$ cat src/rtl/gsm_cell_release_ctrl.sv
// rtl/gsm_cell_release_ctrl.sv - GSM cell release scheduler: per-cell reader masks, round-robin release arbiter, free-address FIFO
module gsm_cell_release_ctrl #(
  parameter int MWIDTH = 4,
  parameter int AWIDTH = 7
) (
  input  logic                     clk,
  input  logic                     clr,
  input  logic                     i_alloc_valid,
  input  logic [AWIDTH-1:0]        i_alloc_addr,
  input  logic [MWIDTH-1:0]        i_alloc_mcast,
  input  logic [MWIDTH-1:0]        i_rel_req,
  input  logic [MWIDTH*AWIDTH-1:0] i_rel_addr,
  output logic [MWIDTH-1:0]        o_rel_ack,
  input  logic                     i_hmp_rd,
  output logic                     o_hmp_valid,
  output logic [AWIDTH-1:0]        o_hmp_addr,
  output logic                     o_bf_free_flag,
  output logic [AWIDTH:0]          o_free_cnt,
  output logic                     o_err
);

  localparam int DEPTH = 1 << AWIDTH;
  localparam int PW    = (MWIDTH > 1) ? $clog2(MWIDTH) : 1;

  logic [MWIDTH-1:0] mask [DEPTH];
  logic [AWIDTH-1:0] fifo [DEPTH];
  logic [AWIDTH-1:0] rd_ptr, wr_ptr;
  logic [AWIDTH:0]   cnt;
  logic [PW-1:0]     rr_ptr;
  logic              flag_q;

  logic              gnt_valid;
  logic [PW-1:0]     gnt_port;
  logic [MWIDTH-1:0] ack;
  logic [AWIDTH-1:0] rel_addr;
  logic [MWIDTH-1:0] cur_mask, new_mask;
  logic              bit_set, alloc_ok, collide, rel_write, push, push_ok, pop_ok;
  logic              empty, full, err;

  // rr_ptr holds the first port to search, i.e. last grant + 1
  always_comb begin
    gnt_valid = 1'b0;
    gnt_port  = '0;
    ack       = '0;
    for (int i = 0; i < MWIDTH; i++) begin
      if (!gnt_valid && i_rel_req[(int'(rr_ptr) + i) % MWIDTH]) begin
        gnt_valid = 1'b1;
        gnt_port  = PW'((int'(rr_ptr) + i) % MWIDTH);
      end
    end
    if (clr) gnt_valid = 1'b0;
    if (gnt_valid) ack[gnt_port] = 1'b1;
  end

  always_comb begin
    rel_addr  = i_rel_addr[int'(gnt_port)*AWIDTH +: AWIDTH];
    cur_mask  = mask[rel_addr];
    bit_set   = cur_mask[gnt_port];
    new_mask  = cur_mask & ~(MWIDTH'(1) << gnt_port);
    alloc_ok  = i_alloc_valid && (i_alloc_mcast != '0);
    collide   = gnt_valid && alloc_ok && (i_alloc_addr == rel_addr);
    rel_write = gnt_valid && bit_set && !collide;
    push      = rel_write && (new_mask == '0);
    empty     = (cnt == '0);
    full      = cnt[AWIDTH];
    pop_ok    = i_hmp_rd && !empty;
    push_ok   = push && (!full || pop_ok);
    err       = !clr && ((i_alloc_valid && i_alloc_mcast == '0) ||
                         (alloc_ok && mask[i_alloc_addr] != '0) ||
                         (gnt_valid && !bit_set) || collide ||
                         (i_hmp_rd && empty) || (push && !push_ok));
  end

  always_ff @(posedge clk) begin
    if (clr) begin
      for (int i = 0; i < DEPTH; i++) mask[i] <= '0;
      rd_ptr <= '0;
      wr_ptr <= '0;
      cnt    <= '0;
      rr_ptr <= '0;
      flag_q <= 1'b0;
    end else begin
      // Alloc is written last so it wins over a release to the same cell
      if (rel_write) mask[rel_addr] <= new_mask;
      if (alloc_ok) mask[i_alloc_addr] <= i_alloc_mcast;
      if (gnt_valid) rr_ptr <= (int'(gnt_port) == MWIDTH - 1) ? '0 : gnt_port + PW'(1);
      if (push_ok) wr_ptr <= wr_ptr + 1'b1;
      if (pop_ok) rd_ptr <= rd_ptr + 1'b1;
      unique case ({push_ok, pop_ok})
        2'b10:   cnt <= cnt + 1'b1;
        2'b01:   cnt <= cnt - 1'b1;
        default: cnt <= cnt;
      endcase
      flag_q <= push_ok;
    end
  end

  always_ff @(posedge clk) begin
    if (!clr && push_ok) fifo[wr_ptr] <= rel_addr;
  end

  assign o_rel_ack      = ack;
  assign o_hmp_valid    = !empty;
  assign o_hmp_addr     = empty ? '0 : fifo[rd_ptr];
  assign o_bf_free_flag = flag_q;
  assign o_free_cnt     = cnt;
  assign o_err          = err;

endmodule

$ cat config.mk
export PLATFORM = sky130hd
export DESIGN_NAME = gsm_cell_release_ctrl
export DESIGN_NICKNAME = d
export VERILOG_FILES = /design/src/rtl/gsm_cell_release_ctrl.sv
export SDC_FILE = /design/constraint.sdc
export NUM_CORES = 2
export LEC_CHECK = 0
export CAP_MARGIN = 10
export CELL_PAD_IN_SITES_DETAIL_PLACEMENT = 0
export CELL_PAD_IN_SITES_GLOBAL_PLACEMENT = 1
export CORE_MARGIN = 2
export CORE_UTILIZATION = 50
export DETAILED_ROUTE_END_ITERATION = 16
export PLACE_DENSITY_LB_ADDON = 0.1
export SYNTH_ARGS = -nofsm -noshare
export SYNTH_HDL_FRONTEND = slang
export SYNTH_SLANG_ARGS = --single-unit
$ cat constraint.sdc
create_clock -name clk -period 20.4 [get_ports clk]
set_input_delay 2.04 -clock clk [delete_from_list [all_inputs] [get_ports clk]]
set_output_delay 2.04 -clock clk [all_outputs]
set_load 0.03 [all_outputs]
==> impl_metrics.py <==
metrics = {
    "yosys": {
        "synth_edf_count": 1408,
        "synth_ff_type": "edfxtp_1",
        "synthCells": 4550,
        "async_flop_share": 0,
        "yosysSeqAreaShare": 0.630,
        "syn_avg_cell_area_um2": 15.0,
        "ys_types": 103,
        "synth-seq-cells": 1440,
        "synth.cell_area_um2": 68100,
        "ys_warn_count": 0,
        "synth_nets": 4611,
    },
    "cts": {
        "cts_root_buffer": "clkbuf_16",
        "cts_setup_buffers": 0,
        "cts_buffer_depth": 3,
        "ctsResizeCount": 0,
        "clk_latency_ns": 0.81,
        "cts_sinks": 1440,
        "cts_buffers": 154,
        "htree_num_levels": 4,
        "holdBufCountCts": 0,
        "cts_tree": "yes",
        "clk_pin_slew_ns": 0.06,
    },
    "global_route": {
        "grt.total_usage": 0.352,
        "first_global_vias": 46100,
        "grt_pass1_wl_mm": 349,
        "antenna_found_initial": 22,
        "grt.overflow.total": 0,
        "grt_max_degree": 127,
    },
    "placed_design": {
        "portBuffers": 68,
        "post-dp-hpwl_mm": 154,
        "gp_congestion": 1.00,
    },
    "sta": {
        "hold_violations": 0,
        "tns_ns": 0,
        "fin_skew_ns": 0.0297,
        "worstMarginPinSlew_ns": 1.43,
        "relSlewSlack": 0.0381,
        "whs_ns": 0.514,
        "rsz0062_at_grt": "false",
        "layout_worst_path_cycle_share": 0.627,
        "layout_min_cycle_time_ns": 12.79,
        "setup_viol": 0,
        "slew_viol_final": 0,
        "timing.fmax_mhz": 78.2,
    },
    "pwr": {
        "combinationalPowerShare": 0.256,
        "internal-power_uw": 5560,
        "power_frac_seq": 0.414,
        "swShare": 0.343,
        "p_clk_frac": 0.330,
        "power_uw": 8470,
        "vdd_drop_max_uv": 125,
        "p_leak_uw": 0.0239,
        "power_switching_uw": 2910,
        "pwr_density_cell_nw_per_um2": 113,
    },
    "worst_setup_path": {
        "worstSetupPathType": "in2out",
        "critPathArrivalTime_ns": 10.75,
        "cp_max_fo": 63,
        "max_stage_delay_ns": 0.82,
        "worstSetupStartpointType": "primary input",
        "crit_path_end_kind": "primary output",
        "path_common_cell": "buf_4",
        "crit_required_ns": 18.36,
        "r2r_setup_slack_ns": 9.63,
        "path_cells": "clkdlybuf4s50_1 -> nor2b_1 -> a221o_1 -> and2_2 -> nand3_2 -> buf_4 -> nand2_4 -> inv_6 -> buf_4 -> nand2_1 -> buf_4 -> nor2_1 -> o31ai_1 -> nand4_1 -> a2111oi_2 -> nand3_1 -> a31oi_4 -> nand3_1 -> a31oi_1 -> clkdlybuf4s50_1",
        "crit_slowest_cell": "o31ai_1",
        "ff2ff_path_depth": 30,
    },
    "floorplan": {
        "initial_core_util": 0.503,
        "io_pins": 69,
        "die_w_um": 373,
        "die_area_um2": 139000,
        "core_um2": 135000,
        "die_y_um": 373,
        "row_count": 135,
    },
    "routing": {
        "drtAntennaViolNets": 0,
        "drt-total-wl_mm": 250,
        "route.detailed.drc": 0,
        "via_count": 48300,
        "viasPerCell": 7.55,
        "firstDrtPassIters": 9,
        "drtIter0Drc": 7695,
        "wire_per_inst_um": 39.1,
    },
    "worst_hold_path": {
        "hold_class": "reg2reg",
        "worstHoldPathCells": 2,
    },
    "job": {
        "drv_cap": 0,
    },
    "finish": {
        "fin_util": 0.555,
        "nNetsFinal": 4527,
        "drive_above_1_share": 0.170,
        "fillCellCount": 10700,
        "area_growth_pct": 10.4,
    },
    "run_status": {
        "status": "finished clean",
    },
}
cell type report:
| class | instances | area [um^2] | share of cell area |
|---|---|---|---|
| clock inverter | 92 | 892 | 0.0119 |
| tap | 1781 | 2230 | 0.0297 |
| sequential | 1440 | 42900 | 0.571 |
| inverter | 38 | 173 | 0.00230 |
| antenna | 22 | 55.1 | 0.000733 |
| multi-input combinational | 2640 | 23100 | 0.308 |
| timing repair buffer | 192 | 1630 | 0.0216 |
| clock buffer | 188 | 4100 | 0.0545 |
synth_stat cells, types with 9 or more instances:
cell type | number | share of area
edfxtp_1 | 1408 | 0.62
nor2_1 | 335 | 0.018
a22o_1 | 315 | 0.041
mux4_2 | 294 | 0.097
clkbuf_1 | 256 | 0.014
nand2_1 | 188 | 0.010
o22ai_1 | 147 | 0.014
and4_1 | 133 | 0.017
a32o_1 | 110 | 0.016
a211o_1 | 108 | 0.014
o21ai_0 | 106 | 0.0078
buf_2 | 87 | 0.0064
nand3_1 | 83 | 0.0061
o41ai_1 | 75 | 0.0096
a21oi_1 | 55 | 0.0040
and3_1 | 49 | 0.0045
nor3_1 | 49 | 0.0036
mux2i_1 | 46 | 0.0068
o31ai_1 | 41 | 0.0045
a211oi_1 | 36 | 0.0040
buf_1 | 34 | 0.0019
nand4_1 | 33 | 0.0030
o221ai_1 | 33 | 0.0042
dfxtp_1 | 32 | 0.0094
buf_4 | 30 | 0.0033
a221o_1 | 29 | 0.0043
inv_1 | 29 | 0.0016
mux2_2 | 29 | 0.0048
a31oi_1 | 27 | 0.0025
buf_6 | 25 | 0.0041
and2_1 | 24 | 0.0022
nor2b_1 | 16 | 0.0015
nand2b_1 | 14 | 0.0013
xnor2_1 | 14 | 0.0018
ha_1 | 13 | 0.0024
o211ai_1 | 13 | 0.0014
or4_1 | 13 | 0.0014
a221oi_1 | 11 | 0.0014
nor4_1 | 11 | 0.0010
a32oi_1 | 10 | 0.0013
o22a_1 | 10 | 0.0013
o21a_1 | 9 | 0.00099
power by group through the flow:
| stage | logic [uW] | clock network (uW) | registers [uW] |
|---|---|---|---|
| 2_1_floorplan | 1190 | 0 | 3540 |
| 6_report | 2170 | 2790 | 3510 |
| 5_1_grt | 2160 | 2920 | 3510 |
| 4_1_cts | 2050 | 2810 | 3510 |
| 3_3_place_gp | 2040 | 0 | 3570 |
| 3_5_place_dp | 2050 | 0 | 3570 |
cells in the final DEF (no fill, tap or decap), types with 41 or more instances in the layout:
cell type / n
and4_1: 133
mux4_2: 294
nor3_1: 46
edfxtp_1: 1408
clkbuf_16: 157
a211o_1: 108
a32o_1: 110
o31ai_1: 41
nor2_1: 330
o41ai_1: 74
o22ai_1: 146
o21ai_0: 106
buf_4: 125
nand3_1: 83
clkdlybuf4s50_1: 61
nand2_1: 183
a22o_1: 315
mux2i_1: 46
a21oi_1: 55
and3_1: 47
flip-flops by register name, indices dropped and copies added, names as in the netlist, named ones only:
register	count
o_bf_free_flag	1
rd_ptr	7
wr_ptr	7
o_free_cnt	8
rr_ptr	2
fifo	896
mask	512
routing by layer:
| metal | GRT usage | vias up | part of all wire |
|---|---|---|---|
| li1 | - | 19000 | - |
| met1 | 0.486 | 24400 | 0.38 |
| met2 | 0.495 | 4017 | 0.42 |
| met3 | 0.125 | 888 | 0.14 |
| met4 | 0.174 | 28 | 0.055 |
| met5 | 0 | - | 0.00068 |
kinds of logic after synthesis:
group | after synthesis | share of synthesized area
adder cells (fa/ha/maj) | 14 | 0.00268
XOR/XNOR | 19 | 0.00244
AND/OR/NAND/NOR | 995 | 0.0770
multiplexers | 373 | 0.110
buffers and inverters | 470 | 0.0320
flip-flops | 1440 | 0.630
AO/OA/AOI/OAI | 1239 | 0.146
path summary, 6_finish.rpt:
check	from	to
max	i_rel_req[2]	o_err
min	rd_ptr[6]	flop
max reg2reg	rr_ptr[0]	o_free_cnt[7]
min reg2reg	rd_ptr[6]	flop
metrics by stage:
stage                     instances  worst slack (ns)  cell area, um^2
final                          6393              7.61            75100
after CTS                      6369              8.11            75100
after detailed placement       6089              7.85            70100
after global placement         6089              8.11            70100
after global routing           6373              7.51            75100
after floorplan                4550             10.61            68100
worst max-delay path, delay by kind of cell:
| family | cells | cell delay (ns) |
|---|---|---|
| simple gates | 9 | 2.97 |
| buf+inv | 6 | 3.10 |
| compound gates | 5 | 2.53 |
No activity file was read; power rests on OpenSTA's default activity.
